===== src/rtl/fmdll_pkg.sv =====
// fmdll_pkg: shared types and constants for the fractional multiplying DLL
//   state_t     : lock sequencer states
//   SEL_*       : clock-mux mode encodings, also used by the top-level clock mux
//   settle_len  : settle window length for a given base and multiplication factor
package fmdll_pkg;

    typedef enum logic [1:0] {IDLE, SAR, TRACK, LOCKED} state_t;

    localparam logic [1:0] SEL_CLOSED = 2'b00;
    localparam logic [1:0] SEL_REF    = 2'b01;
    localparam logic [1:0] SEL_GATE   = 2'b10;

    function automatic int settle_len(input int base, input logic [3:0] n);
        return base * (int'(n) + 1);
    endfunction

endpackage


===== src/rtl/dcdl_settle_cnt.sv =====
// dcdl_settle_cnt: loadable down-counter that flags when a settle window has elapsed
//   clk, rst  : clock, asynchronous active-high reset
//   load      : load val into the counter (takes effect on this edge)
//   val       : settle length in cycles
//   done      : high while the counter is zero
module dcdl_settle_cnt #(
    parameter int W = 7
) (
    input  logic         clk,
    input  logic         rst,
    input  logic         load,
    input  logic [W-1:0] val,
    output logic         done
);

    logic [W-1:0] cnt;

    always_ff @(posedge clk or posedge rst) begin
        if (rst)
            cnt <= '0;
        else if (load)
            cnt <= val;
        else if (cnt != '0)
            cnt <= cnt - W'(1);
    end

    assign done = (cnt == '0);

endmodule


===== src/rtl/dcdl_lock_seq.sv =====
// dcdl_lock_seq: DCDL lock sequencer (SAR acquisition, +/-1 tracking, lock/loss detect)
//   clk_ext, rst      : reference clock, asynchronous active-high reset
//   start, stop       : begin acquisition from IDLE / return to IDLE from anywhere
//   cfg_n             : multiplication factor, latched on accepted start
//   pd_valid, pd_lead : phase decision strobe and direction (1 = increase delay)
//   code, sel         : DCDL control code and clock-mux mode
//   busy, locked, err : not IDLE / in LOCKED / sticky code saturation
//   Build option DCDL_LOCK_SEQ_FREEZE_EN freezes the code while LOCKED.
module dcdl_lock_seq import fmdll_pkg::*; #(
    parameter int CODE_W     = 10,
    parameter int SETTLE_CYC = 4,
    parameter int LOCK_CNT   = 8,
    parameter int LOSS_CNT   = 4
) (
    input  logic              clk_ext,
    input  logic              rst,
    input  logic              start,
    input  logic              stop,
    input  logic [3:0]        cfg_n,
    input  logic              pd_valid,
    input  logic              pd_lead,
    output logic [CODE_W-1:0] code,
    output logic [1:0]        sel,
    output logic              busy,
    output logic              locked,
    output logic              err
);

    localparam int SW = $clog2(SETTLE_CYC * 16 + 1);
    localparam int IW = $clog2(CODE_W);
    localparam int RW = $clog2(LOCK_CNT + 1);
    localparam int LW = $clog2(LOSS_CNT + 1);

    state_t            state, nxt;
    logic [CODE_W-1:0] code_n, stepped;
    logic [IW-1:0]     i, i_n;
    logic [3:0]        n_lat, n_n, ld_n;
    logic              err_n, prev_dir, prev_n, prev_vld, pvld_n, wr, sat, take, settle_done;
    logic [RW-1:0]     rev_cnt, rev_n;
    logic [LW-1:0]     same_cnt, same_n;

    dcdl_settle_cnt #(.W(SW)) u_settle (
        .clk  (clk_ext),
        .rst  (rst),
        .load (wr),
        .val  (SW'(settle_len(SETTLE_CYC, ld_n))),
        .done (settle_done)
    );

    always_comb begin
        nxt     = state;
        code_n  = code;
        i_n     = i;
        n_n     = n_lat;
        err_n   = err;
        prev_n  = prev_dir;
        pvld_n  = prev_vld;
        rev_n   = rev_cnt;
        same_n  = same_cnt;
        wr      = 1'b0;
        ld_n    = n_lat;
        sat     = pd_lead ? &code : ~|code;
        stepped = pd_lead ? code + CODE_W'(1) : code - CODE_W'(1);
        take    = pd_valid && settle_done;
        if (stop)
            nxt = IDLE;
        else
            case (state)
                IDLE: if (start) begin
                    nxt    = SAR;
                    n_n    = cfg_n;
                    ld_n   = cfg_n;
                    err_n  = 1'b0;
                    code_n = {1'b1, {(CODE_W-1){1'b0}}};
                    i_n    = IW'(CODE_W - 1);
                    wr     = 1'b1;
                end
                SAR: if (take) begin
                    code_n[i] = pd_lead;
                    wr        = 1'b1;
                    if (i != '0) begin
                        i_n         = i - IW'(1);
                        code_n[i_n] = 1'b1;
                    end else begin
                        nxt    = TRACK;
                        rev_n  = '0;
                        pvld_n = 1'b0;
                    end
                end
                TRACK: if (rev_cnt == RW'(LOCK_CNT)) begin
                    nxt    = LOCKED;
                    same_n = '0;
                end else if (take) begin
                    code_n = sat ? code : stepped;
                    err_n  = err | sat;
                    wr     = !sat;
                    // a saturated decision counts as same-direction
                    rev_n  = (prev_vld && pd_lead != prev_dir && !sat) ? rev_cnt + RW'(1) : '0;
                    prev_n = pd_lead;
                    pvld_n = 1'b1;
                end
                LOCKED: if (same_cnt == LW'(LOSS_CNT)) begin
                    nxt   = TRACK;
                    rev_n = '0;
                end else if (take) begin
`ifdef DCDL_LOCK_SEQ_FREEZE_EN
                    wr     = 1'b0;
`else
                    code_n = sat ? code : stepped;
                    err_n  = err | sat;
                    wr     = !sat;
`endif
                    same_n = (sat || pd_lead == prev_dir) ? same_cnt + LW'(1) : '0;
                    prev_n = pd_lead;
                end
                default: nxt = IDLE;
            endcase
    end

    always_ff @(posedge clk_ext or posedge rst) begin
        if (rst) begin
            state    <= IDLE;
            code     <= '0;
            i        <= '0;
            n_lat    <= '0;
            err      <= 1'b0;
            prev_dir <= 1'b0;
            prev_vld <= 1'b0;
            rev_cnt  <= '0;
            same_cnt <= '0;
        end else begin
            state    <= nxt;
            code     <= code_n;
            i        <= i_n;
            n_lat    <= n_n;
            err      <= err_n;
            prev_dir <= prev_n;
            prev_vld <= pvld_n;
            rev_cnt  <= rev_n;
            same_cnt <= same_n;
        end
    end

    assign sel    = (state == IDLE) ? SEL_GATE : (state == SAR) ? SEL_REF : SEL_CLOSED;
    assign busy   = (state != IDLE);
    assign locked = (state == LOCKED);

endmodule


===== config.mk =====
export PLATFORM = sky130hd
export DESIGN_NAME = dcdl_lock_seq
export DESIGN_NICKNAME = d
export VERILOG_FILES = /design/src/rtl/fmdll_pkg.sv /design/src/rtl/dcdl_settle_cnt.sv /design/src/rtl/dcdl_lock_seq.sv
export SDC_FILE = /design/constraint.sdc
export NUM_CORES = 1
export LEC_CHECK = 0
export ABC_AREA = 1
export ABC_CLOCK_PERIOD_IN_PS = 4100
export BUFFER_PORTS_ARGS = -buffer_cell sky130_fd_sc_hd__clkbuf_2
export CORE_MARGIN = 2
export CORE_UTILIZATION = 60
export CTS_CLUSTER_SIZE = 16
export DETAILED_ROUTE_END_ITERATION = 7
export PLACE_DENSITY_LB_ADDON = 0.25
export SLEW_MARGIN = 15
export SYNTH_ARGS = -nofsm -noshare
export SYNTH_HDL_FRONTEND = slang
export SYNTH_SLANG_ARGS = --single-unit

===== constraint.sdc =====
create_clock -name clk_ext -period 4.1 [get_ports clk_ext]
set_input_delay 0.41 -clock clk_ext [delete_from_list [all_inputs] [get_ports clk_ext]]
set_output_delay 0.41 -clock clk_ext [all_outputs]
set_load 0.1 [all_outputs]

# Yosys cells after proc, flatten, opt, wreduce, memory -nomap -nowiden
# Cells that the tools add are included.
[word_totals]
regBits = 37
latch_bits = 0
ramBits = 0
romBits = 0
word_cells = 141
n_memories = 0
[op_classes]
n_addsub = 7
multipliers = 0
n_div = 0
magnitude_cmp = 4
n_eq_ne = 22
n_shift = 0
muxes = 66
n_bitwise = 3
reduce_logical = 29
[ops]
columns = ["op", "n"]
rows = [
  ["$mux W10", 8],
  ["$mux W4", 12],
  ["$pmux W10 S4", 1],
  ["$reduce_and A5 Y1", 5],
  ["$mux W1", 21],
  ["$ne A2 B2 Y1 const B", 8],
  ["$mux W2", 7],
  ["$mux W7", 2],
  ["$mux W3", 4],
  ["$ne A3 B3 Y1 const B", 4],
  ["$pmux W4 S3", 1],
  ["$add A10 B1 Y10 const B", 1],
  ["$bwmux W10", 1],
  ["$lt A4 B5 Y1 const B", 2],
  ["$or A10 B10 Y10", 1],
  ["$reduce_and A10 Y1", 1],
  ["$reduce_bool A2 Y1", 5],
  ["$reduce_or A10 Y1", 1],
  ["$sub A10 B1 Y10 const B", 1],
  ["$demux W1 S4", 2],
  ["$ge A4 B1 Y1 const B", 2],
  ["$pmux W2 S4", 1],
  ["$pmux W4 S2", 1],
  ["$logic_not A7 Y1", 1],
  ["29 further kinds", 38],
]

# Depth between registers and ports, before layout
# Gate-level depths: netlist of the first run.
[logic_depth]
ltp_word = 9
depth_mapped = 14
mapped_depth_nobuf = 13

# By module
# Synthesis of the first run repeated with hierarchy kept, for this count alone.
[unflattened]
cells_unflattened = 488
hier_area_um2 = 3216.8
[by_module_without_submodules]
columns = ["module", "instances", "cells_each", "area_per_inst_um2"]
rows = [
  ["dcdl_lock_seq", 1, 419, 2702.6],
  ["dcdl_settle_cnt", 1, 69, 514.2],
]

# Least setup slack after synthesis of the first run
# OpenSTA, ideal clock, no wires.
[synth_path]
path_type = "reg2reg"
from = "register state[1]"
to = "register code[0]"
setup_time_ns = 0.119
arrival_ns = 2.439
required_time_ns = 3.981
slack_ns = 1.543
stages_incl_launch_ff = 11
synth_period_minus_slack_ns = 2.557
path_cell_list = "dfrtp_1 > buf_2 > nor2_4 > inv_1 > nand2_1 > nand2_1 > nor2_2 > buf_4 > nand2_1 > nand2_1 > nand2_1"
[synth_via]
elab_chain_cells = 3
elab_cells_between_ends = 10
classes_between = "eq/ne: 7; mux: 1; reduce/logical: 2"
[synth_rtl]
columns = ["element", "line", "source"]
rows = [
  ["from (decl)", "dcdl_lock_seq.sv:34", "state_t state, nxt;"],
  ["from (signal assigned)", "dcdl_lock_seq.sv:132", "state <= nxt;"],
  ["$eq A2 B2 Y1, or another cell as far along", "dcdl_lock_seq.sv:68", "case (state)"],
  ["$ne A2 B2 Y1 (no line)", "--", ""],
  ["$reduce_and A5 Y1 (no line)", "--", ""],
  ["to (signal assigned)", "dcdl_lock_seq.sv:133", "code <= code_n;"],
  ["to (decl)", "dcdl_lock_seq.sv:22", "output logic [CODE_W-1:0] code,"],
]
# Several ways; a longest one is shown, not always the timed one.
# A chain may end at the register's enable or synchronous reset.

# Worst setup path in the final report of the first run
[layout_path]
from = "register state[1]"
to = "output port sel[0]"
[layout_via]
elab_chain_cells = 3
elab_cells_between_ends = 4
classes_between = "eq/ne: 1; mux: 2; reduce/logical: 1"
[layout_rtl]
columns = ["element", "line", "source"]
rows = [
  ["$eq A2 B1 Y1", "dcdl_lock_seq.sv:144", "assign sel = (state == IDLE) ? SEL_GATE : (state == SAR) ? SEL_REF : SEL_CLOSED;"],
  ["$mux W1", "dcdl_lock_seq.sv:144", ""],
  ["$mux W2 (*)", "dcdl_lock_seq.sv:144", ""],
  ["to (decl)", "dcdl_lock_seq.sv:23", "output logic [1:0] sel,"],
]
# Every way passes the cells marked *; elsewhere a longest branch is shown, timed or not.

==> results of run 1 <==
-- power breakdown --
part	leakage, nW	internal (W)	switching, W
sequential	0.478	0.000495	0.000163
clock	0.0439	0.000117	0.000132
combinational	1.37	0.000413	0.00112
-- tightest hold or removal path: cells and delay by family --
| family | cells | cell delay (ns) |
|---|---|---|
| buffers and inverters | 3 | 0.53 |
-- flip-flops by register name, indices dropped and copies added (netlist names) --
signal,cells
i,4
u_settle.cnt,7
err,1
rev_cnt,4
prev_vld,1
prev_dir,1
state,2
same_cnt,3
code,10
n_lat,4
-- cell usage after synthesis (2+ instances only) --
library cell	count	share of area
nand2_1	172	0.21
inv_1	59	0.072
nor2_1	50	0.061
nand3_1	41	0.066
dfrtp_1	37	0.30
o21ai_0	24	0.039
ha_1	23	0.093
a21oi_1	19	0.031
nand4_1	7	0.014
buf_2	5	0.0081
nor2_2	5	0.010
nor3_1	5	0.0081
inv_2	4	0.0048
or2_2	4	0.0081
xor2_1	4	0.011
o22ai_1	3	0.0061
xnor2_1	3	0.0085
buf_4	2	0.0048
nand3b_1	2	0.0048
-- worst max-delay path by stage --
stage                      endpoint  slack (ns)  depth (start not counted)
floorplan                   code[0]        1.54                         10
global placement    u_settle.cnt[4]        1.78                         13
detailed placement  u_settle.cnt[4]        1.68                         13
CTS                          sel[0]        1.59                          4
global route        u_settle.cnt[4]        1.45                         13
finish                       sel[0]        1.57                          4
-- kinds of logic (layout without fill, tap and decap cells) --
logic type / count (synthesis) / count (layout) / synth area share
flip-flops: 37 / 37 / 0.299
XOR/XNOR: 7 / 7 / 0.0198
AO/OA/AOI/OAI: 51 / 51 / 0.0877
buffers and inverters: 72 / 96 / 0.0942
AND/OR/NAND/NOR: 291 / 291 / 0.400
adder cells (fa/ha/maj): 24 / 24 / 0.0994
-- routing by layer --
metal  part of all wire  GRT usage  vias to the layer above
li1                   -          -                     1570
met1               0.47      0.370                     1427
met2               0.47      0.428                       89
met3              0.048     0.0397                       14
met4              0.013     0.0741                        0
met5                  0          0                        -
-- through the flow --
stage | utilization | hold WS (ns)
final | 0.663 | 0.203
after global placement | 0.646 | 0.484
after global routing | 0.663 | 0.274
after CTS | 0.663 | 0.218
after floorplan | - | 0.457
after detailed placement | 0.646 | 0.489
-- area by class of cell --
class	count	area, µm²	area share
clock buffer	5	68.8	0.0206
clock inverter	3	17.5	0.00524
inverter	63	236	0.0708
multi-input combinational	373	1880	0.562
sequential	37	926	0.277
tap	70	87.6	0.0262
timing repair buffer	25	128	0.0382
==> impl_results.md, run 1 <==
- RSZ-0062 raised after global routing: no
- Commonest cells after routing, fill and taps aside: nand2_1 (172), inv_1 (59), nor2_1 (50)
- Peak supply drop: 448 µV
- Bufs and invs on worst path: 3
- CTS root buf: clkbuf_8
- Worst-Skew Late Latency: 0.29 ns
- Cell area after layout: 0.00334 mm²
- Clock Pin Slew Worst Setup and Hold Paths: around 0.070 ns
- FP Rows: 26
- Fin crit share: 0.617
- Flop2flop setup slack: 1.69 ns
- Synthesized area: 0.00310 mm²
- Design Power: 0.00244 W
- Number of cells after detailed placement: 568
- GR Util All Layers: 0.265
- Drt first pass iters: 5
- CTS tree: done
- Largest net degree at the start of global routing: 38
- Share of cells above drive strength 1: 0.101
- Power density over cell area: 730 mW/mm²
- Endpoints failing hold: 0
- Fmax achieved: 395 MHz
- Initial antenna violation count: 0
- Terminus of the critical flop-to-flop path: u_settle.cnt[4]
- Die height: 75.8 µm
- WL final: 7310 µm
- Commonest non-fill, non-tap cell in the layout: nand2_1
- Postcts setup bufs: 0
- Vias in the first global route: 2704
- DR WL/cell: 12.7 µm
- Post-synth net total: 516
- Final setup viols: 0
- GRT overflow: 0
- CTS sink count: 37
- CP top delay family: buffers and inverters
- Worst slew margin: 0.485
- Ports: 25
- R2R Path Start: u_settle.cnt[0]
- Dpl ws: approximately 1.7 ns
- Crit path arrival time: 2.12 ns
- Clk_skew: 0.00622 ns
- Final Critical Period: about 2.5 ns
- I/O Buffers: 24
- Synth Instances: 482
- Crit-path cells: inv_2 -> nand2_1 -> inv_1 -> clkbuf_2
- DRC viols: 0
- FF+latch count, synth: 37
- Maximum buffer depth of the clock tree: 2
- Critical path startpoint: state[1]
- Vias per std cell: 5.38
- # fillers: 480
- Crit Path Max Fanout: 14
- Register area share after synthesis: 0.299
- Netlist cell types: 32
- Hold buffers post-CTS: 0
- Placed cell area: approximately 0.0033 mm²
- Worst endpoint required time: roughly 3.7 ns
- Finished Layout Cells: 576
- Worst Path Class, Setup: register to output port
- Area delta synth->final: 7.96%
- Worst setup EP type: output port
- Via Count: 3100
- Critical-path top delay cell: dfrtp_1
- Slowest Stage Delay on Critical Path: 0.55 ns
- Initial Utilization: 0.614
- Iteration-0 DRC Markers: just over 200
- Core area: 0.00504 mm²
- First-pass GRT wire length: 11800 µm
- Most common flop cell mapped by yosys: dfrtp_1
- Slew @ Worst Pin: 0.771 ns
- Chip Width: about 76 µm
- CTS Buf Count: 5
- Die ar.: about 0.0057 mm²
- Setup tns final: 0 ns
- Final number of max-transition violations: 0
- DP HPWL: 5560 µm
- Final net count: 539
- ANT nets after route: 0
- Routability congestion estimate: 0.936
- Max-Cap Viols: 0
- Status: completed
- Syn Area/Cell: 6.42 µm²
- Synthesis Warnings: 0
- Post-synth EDFFs: 0
- Htree depth: 2
- Post-synth ARST share: 1.00
- Hold Path Class: primary input to asynchronous set/reset pin
- Final worst slack: 1.57 ns
- P_leak: 1.89 nW
- ANT cells: 0
- PostCTS Resize Cnt: 0
- R2R depth: 13
- Setup crit start kind: register
Note: power is estimated with default switching activity, not from simulation.
==> run 2: changes to the inputs <==
- ABC_AREA: 1 -> 0
- ABC_CLOCK_PERIOD_IN_PS: 4100 -> 2050
- CORE_UTILIZATION: 60 -> 54
- clock period: 4.1 -> 2.05 ns (I/O delays scaled with it)
==> run 2 against run 1 <==
  * Non-clock buffer count rose by 60
  * Largest cell class unchanged
  * Sequential cell count unchanged
  * Setup slack got worse by 1.7 ns
  * The flow now finishes with violations (hold timing, setup timing)
==> impl_results.md, run 2 <==
- DRC viols: 0 (unchanged)
- RSZ-0062 raised after global routing: yes
- Sw Share: 0.467 (-0.112)
- DR WL/cell: 19.8 µm (+56%)
- Drt first pass iters: 5 (unchanged)
- GRT overflow: 0 (unchanged)
- Crit path arrival time: 2.40 ns (+0.28 ns)
- Vias per std cell: 6.47 (+20%)
- Largest net degree at the start of global routing: 38 (unchanged)
- Failing checks: hold timing, setup timing
- Post-synth top area share: 0.323 (+0.0236)
- Worst endpoint required time: 2.27 ns (-1.42 ns)
- ANT cells: 0 (unchanged)
- Hold buffers post-CTS: 0 (unchanged)
- Reg with most FFs: code
- Slew @ Worst Pin: 0.610 ns (-0.161 ns)
- Worst slew margin: 0.592 (+0.107)
- Chip Width: 76.9 µm (+1.4%)
- CTS root buf: clkbuf_8
- Max-Cap Viols: 0 (unchanged)
- Routability congestion estimate: 0.900 (-3.8%)
- R2R depth: 7 (-6)
- P_leak: 1.75 nW (-7.7%)
- Fmax achieved: 458 MHz
- Commonest cells after routing, fill and taps aside: buf_4 (48), nand2_1 (28), nor2_1 (26)
- Die ar.: 0.00591 mm² (+2.8%)
- Design Power: 0.00447 W (+83%)
- Final number of max-transition violations: 0 (unchanged)
- Synthesized area: 0.00287 mm² (-7.3%)
- Final worst slack: -0.133 ns (-1.70 ns)
- Worst-Skew Late Latency: 0.31 ns (+0.02 ns)
- Flop2flop setup slack: -0.13 ns (-1.82 ns)
- FF+latch count, synth: 37 (unchanged)
- DP HPWL: 5420 µm (-2.5%)
- Iteration-0 DRC Markers: 439 (+110%)
- ANT nets after route: 0 (unchanged)
- FP Rows: 26 (unchanged)
- Hold Path Class: primary input to asynchronous set/reset pin
- Share of cells above drive strength 1: 0.403 (+0.303)
- Number of cells after detailed placement: 467 (-18%)
- CTS Buf Count: 5 (unchanged)
- Worst Path Class, Setup: register to register
- Peak supply drop: 943 µV (+110%)
- Via Count: 3166 (+2.1%)
- Finished Layout Cells: 489 (-15%)
- Ports: 25 (unchanged)
- Top Registers: code (10), u_settle.cnt (7)
- Worst setup EP type: register
- Post-synth EDFFs: 0 (unchanged)
- Post-synth net total: 375 (-27%)
- GR Util All Layers: 0.269 (+0.00389)
- Area delta synth->final: 41.1%
- Post-synth ARST share: 1.00 (unchanged)
- CTS sink count: 37 (unchanged)
- Worst hold slack: -0.0318 ns (-0.235 ns)
- Critical-path top delay cell: dfrtp_4
- Initial antenna violation count: 0 (unchanged)
- Clock Pin Slew Worst Setup and Hold Paths: 0.09 ns (+0.02 ns)
- Maximum buffer depth of the clock tree: 2 (unchanged)
- R2R Path Start: code[2]
- Register area share after synthesis: 0.323 (+0.0236)
- Comb pwr share: 0.599 (-0.029)
- First-pass GRT wire length: 12800 µm (+8.7%)
- WL final: 9680 µm (+32%)
- Fin crit share: 1.06
- Slowest Stage Delay on Critical Path: 0.50 ns (-0.05 ns)
- Top post-synthesis cells by count: dfrtp_1 (37), o21ai_0 (37), nand2_1 (28)
- Vias in the first global route: 2706 (+0.074%)
- Status: finished with violations
- Clock Power Share: 0.158 (+0.056)
- Crit-path cells: ha_4 -> nor2b_4 -> o31a_1 -> o21a_1 -> o41ai_2 -> mux2_2 -> a31oi_1
- Area of the multi-input gates: 0.00212 mm² (+13%)
- Part of the power in registers: 0.243 (-0.027)
- Synth Instances: 341 (-29%)
- Htree depth: 2 (unchanged)
- Final setup viols: 16 (+16)
- Commonest non-fill, non-tap cell in the layout: buf_4
- Die height: 76.9 µm (+1.4%)
- Switching pwr: 0.00209 W (+48%)
- Core area: 0.00511 mm² (+1.3%)
- Final net count: 452 (-16%)
- Internal power: 0.00238 W (+130%)
- Power density over cell area: 1100 mW/mm² (+51%)
- Final Critical Period: 2.18 ns
- Syn Area/Cell: 8.41 µm² (+31%)
- Clk_skew: 0.0134 ns (+0.00720 ns)
- Initial Utilization: 0.562 (-0.0522)
- # fillers: 341 (-29%)
- Crit Path Max Fanout: 3 (-11)
- Register area: 956 µm² (+3.2%)
- CTS tree: done
- Setup crit start kind: register
- Most common flop cell mapped by yosys: dfrtp_1
- Max reg flops: 10 (unchanged)
- Terminus of the critical flop-to-flop path: code[8]
- I/O Buffers: 24 (unchanged)
- Endpoints failing hold: 10 (+10)
- Post-synth top area cell: dfrtp_1
- Synth top area cells: dfrtp_1 (32%), ha_1 (10%), o21ai_0 (6.5%)
- Netlist cell types: 59 (+84%)
- Synthesis Warnings: 0 (unchanged)
-- run 2: cell count changes after synthesis, sizes merged, moves of 8 or more --
cell	change
nor2	-30
clkbuf	+8
o21ai	+14
nand2	-144
inv	-41
nand3	-27
-- run 2: how the worst max path moves through the flow --
| stage | from | cells past startpoint | slack [ns] | to |
|---|---|---|---|---|
| floorplan | pd_lead | 9 | -0.17 | code[8] |
| global placement | u_settle.cnt[1] | 8 | -0.07 | i[3] |
| detailed placement | u_settle.cnt[0] | 8 | -0.13 | i[3] |
| CTS | code[2] | 7 | -0.11 | code[8] |
| global route | code[0] | 8 | -0.19 | code[8] |
| finish | code[2] | 7 | -0.13 | code[8] |
-- run 2: power by group through the flow --
| stage | Sequential (W) | Clock (W) | Combinational [W] |
|---|---|---|---|
| finish | 0.00109 | 0.000705 | 0.00268 |
| global route | 0.00110 | 0.000728 | 0.00285 |
| CTS | 0.00107 | 0.000689 | 0.00229 |
| detailed placement | 0.00108 | 0 | 0.00222 |
| global placement | 0.00107 | 0 | 0.00218 |
| floorplan | 0.00142 | 0 | 0.00125 |
-- run 2: layout make-up --
| cell class | count | area share |
|---|---|---|
| clock buffer | 6 | 0.0204 |
| clock inverter | 2 | 0.00927 |
| inverter | 23 | 0.0213 |
| multi-input combinational | 266 | 0.524 |
| sequential | 37 | 0.236 |
| tap | 70 | 0.0216 |
| timing repair buffer | 85 | 0.167 |
-- run 2: kinds of logic (layout without fill, tap and decap cells) --
kind of cell    count (synthesis)  after routing  synth area share
fa+ha+maj                      24             24             0.107
flops                          37             37             0.323
compound gates                 98             98             0.222
mux                             9              9            0.0336
simple gates                  125            125             0.228
xor+xnor                       10             10            0.0305
buf+inv                        38            116            0.0558
-- run 2: layer usage --
layer,track usage,vias to the layer above,share of wire
li1,-,1390,-
met1,0.381,1515,0.40
met2,0.426,200,0.48
met3,0.0400,61,0.075
met4,0.0782,0,0.046
met5,0,-,0
-- run 2: what timing repair did --
action	4_1_cts	5_1_grt
setup endpoints to repair	20	28
gates cloned	0	4
resized for setup	10	67
pin swaps	5	19
buffers inserted	2	8
-- run 2: stage by stage --
step / utilization / setup slack, ns / TNS (ns) / hold slack [ns] / instance area [µm²]
2_1_floorplan: - / -0.173 / -0.400 / 0.384 / 3010
3_3_place_gp: 0.687 / -0.0741 / -0.455 / 0.321 / 3510
3_5_place_dp: 0.687 / -0.134 / -1.20 / 0.331 / 3510
4_1_cts: 0.720 / -0.106 / -0.300 / 0.00585 / 3680
5_1_grt: 0.793 / -0.188 / -2.27 / 0.0413 / 4050
6_report: 0.793 / -0.133 / -0.737 / -0.0318 / 4050
-- run 2: worst max-delay path: cells and delay by family (launching register included) --
kind / cells / cell delay, ns
flops: 1 / 0.50
fa+ha+maj: 1 / 0.22
mux: 1 / 0.37
compound gates: 4 / 0.89
simple gates: 1 / 0.12
==> run 3: changes to the inputs <==
- ABC_CLOCK_PERIOD_IN_PS: 2050 -> 2740
- CORE_UTILIZATION: 54 -> 60
- clock period: 2.05 -> 2.74 ns (I/O delays scaled with it)
==> run 3 against run 2 <==
  * The flow now finishes without violations
  * Wire length fell by 29%
  * Non-clock buffer count down 53
  * Via count decreased by 17%
  * Clock-buffer cell count stayed put
  * Clock power decreased by 42%
  * Die area fell by 9.5%
  * Sequential cell count stayed put
  * Register-to-register slack better by 0.37 ns
  * First-iteration DRC count shrank 47%
  * Critical path type unchanged
  * Largest power group unchanged
  * Highest routed layer unchanged
==> impl_results.md, run 3 (synthesis gave the netlist of run 2 again) <==
- Clk_skew: 0.00702 ns (-0.00641 ns)
- Worst Path Class, Setup: register to register
- Setup tns final: 0 ns (+0.737 ns)
- Core area: 0.00466 mm² (-8.7%)
- Final number of max-transition violations: 0 (unchanged)
- WL final: 6850 µm (-29%)
- Routability congestion estimate: 0.925 (+2.8%)
- I/O Buffers: 24 (unchanged)
- Slowest Stage Delay on Critical Path: 0.49 ns (about the same)
- Postcts setup bufs: 0 (-2)
- RSZ-0062 raised after global routing: no
- Final Util: 0.674 (-0.119)
- Worst endpoint required time: 2.88 ns (+0.61 ns)
- Maximum buffer depth of the clock tree: 2 (unchanged)
- Clock Pin Slew Worst Setup and Hold Paths: 0.08 ns (about the same)
- Reg with most FFs: code
- Commonest cells after routing, fill and taps aside: o21ai_0 (37), dfrtp_1 (36), nand2_1 (28)
- Die height: 73.2 µm (-4.9%)
- Peak supply drop: 631 µV (-33%)
- Top Registers: code (10), u_settle.cnt (7)
- Bufs and invs on worst path: 1 (+1)
- ANT cells: 0 (unchanged)
- Fmax achieved: 400 MHz (-13%)
- Switching pwr: 0.00128 W (-39%)
- First-pass GRT wire length: 11600 µm (-9.8%)
- DRC viols: 0 (unchanged)
- Hold Path Class: primary input to asynchronous set/reset pin
- Final Critical Period: 2.50 ns (+0.317 ns)
- Critical-path top delay cell: o32a_1
- CTS sink count: 37 (unchanged)
- Setup crit start kind: register
- CTS tree: done
- Crit path arrival time: 2.64 ns (+0.24 ns)
- GRT overflow: 0 (unchanged)
- Comb pwr share: 0.515 (-0.084)
- Chip Width: 73.2 µm (-4.9%)
- Vias per std cell: 6.24 (-3.6%)
- Iteration-0 DRC Markers: 233 (-47%)
- Final net count: 399 (-12%)
- Largest net degree at the start of global routing: 24 (-37%)
- Initial antenna violation count: 0 (unchanged)
- # fillers: 364 (+6.7%)
- P_leak: 1.38 nW (-21%)
- Max reg flops: 10 (unchanged)
- CTS root buf: clkbuf_8
- Final setup viols: 0 (-16)
- Hold buffers post-CTS: 0 (unchanged)
- DR WL/cell: 16.3 µm (-18%)
- DP HPWL: 5070 µm (-6.6%)
- Placed cell area: 0.00304 mm² (-13%)
- Htree depth: 2 (unchanged)
- Cell area after layout: 0.00314 mm² (-22%)
- Commonest non-fill, non-tap cell in the layout: o21ai_0
- Part of the power in registers: 0.330 (+0.087)
- Power density over cell area: 831 mW/mm² (-25%)
- Internal power: 0.00133 W (-44%)
- Worst-Skew Late Latency: 0.29 ns (-0.02 ns)
- ANT nets after route: 0 (unchanged)
- Die ar.: 0.00535 mm² (-9.5%)
- CP top delay family: compound AO/OA/AOI/OAI gates
- Crit path top cell by count: o21ai_0
- Vias in the first global route: 2376 (-12%)
- PostCTS Resize Cnt: 0 (-10)
- Area delta synth->final: 9.46%
- Worst slew margin: 0.378 (-0.214)
- Crit Path Max Fanout: 21 (+18)
- Sw Share: 0.489 (+0.0216)
- Fin crit share: 0.912 (-0.153)
- Via Count: 2622 (-17%)
- Endpoints failing hold: 0 (-10)
- Ports: 25 (unchanged)
- Flop2flop setup slack: 0.24 ns (+0.37 ns)
- Slew @ Worst Pin: 0.932 ns (+0.322 ns)
- Crit-path cells: inv_1 -> ha_1 -> nor4b_2 -> and3_1 -> nand3b_1 -> o32a_1 -> o21ai_0 -> o21ai_0
- Drt first pass iters: 5 (unchanged)
- Max-Cap Viols: 0 (unchanged)
- Worst setup EP type: register
- GR Util All Layers: 0.280 (+0.0115)
- Clock Power Share: 0.156 (-0.002)
- Initial Utilization: 0.616 (+0.0538)
- FP Rows: 25 (-3.8%)
- Status: completed
- Share of cells above drive strength 1: 0.148 (-0.256)
- CTS Buf Count: 5 (unchanged)
-- run 3: worst reg2reg max path, stage by stage (launching register included) --
cell and delay, ns:
dfrtp_1 0.41, inv_1 0.10, ha_1 0.17, nor4b_2 0.23, and3_1 0.35, nand3b_1 0.22, o32a_1 0.49, o21ai_0 0.27
o21ai_0 0.13
-- run 3: layer usage --
layer | track usage | vias to the layer above | part of all wire
met5 | 0 | - | 0
met4 | 0.0761 | 0 | 0.011
met3 | 0.0442 | 9 | 0.042
met2 | 0.414 | 66 | 0.48
met1 | 0.425 | 1262 | 0.47
li1 | - | 1285 | -
-- run 3: area by class of cell --
type / instances / area [µm²] / area share
clock inverter: 2 / 13.8 / 0.00438
timing repair buffer: 32 / 180 / 0.0574
multi-input combinational: 266 / 1780 / 0.568
tap: 54 / 67.6 / 0.0215
inverter: 23 / 86.3 / 0.0275
clock buffer: 6 / 82.6 / 0.0263
sequential: 37 / 927 / 0.295
-- run 3: worst paths after layout --
| path | start | end | cells after the start |
|---|---|---|---|
| min reg2reg | prev_dir | prev_dir | 2 |
| min in group clk_ext | cfg_n[1] | n_lat[1] | 2 |
| max reg2reg | u_settle.cnt[0] | code[3] | 8 |
| min | rst | n_lat[1] | 2 |
| max in group asynchronous | rst | i[3] | 3 |
| max | u_settle.cnt[0] | code[3] | 8 |
-- run 3: power by group through the flow --
| stage | Sequential (W) | Combinational, W | Clock, W |
|---|---|---|---|
| 2_1_floorplan | 0.00103 | 0.000873 | 0 |
| 3_3_place_gp | 0.000862 | 0.00130 | 0 |
| 3_5_place_dp | 0.000866 | 0.00133 | 0 |
| 4_1_cts | 0.000855 | 0.00134 | 0.000409 |
| 5_1_grt | 0.000882 | 0.00147 | 0.000441 |
| 6_report | 0.000860 | 0.00134 | 0.000406 |
-- run 3: per-stage QoR --
stage / instances / power, W / hold WS (ns) / worst slack (ns)
after floorplan: 341 / 0.00190 / 0.454 / 0.108
after global placement: 412 / 0.00216 / 0.479 / 0.411
after detailed placement: 412 / 0.00219 / 0.495 / 0.295
after CTS: 420 / 0.00260 / 0.186 / 0.273
after global routing: 420 / 0.00280 / 0.243 / 0.0419
final: 420 / 0.00261 / 0.153 / 0.240
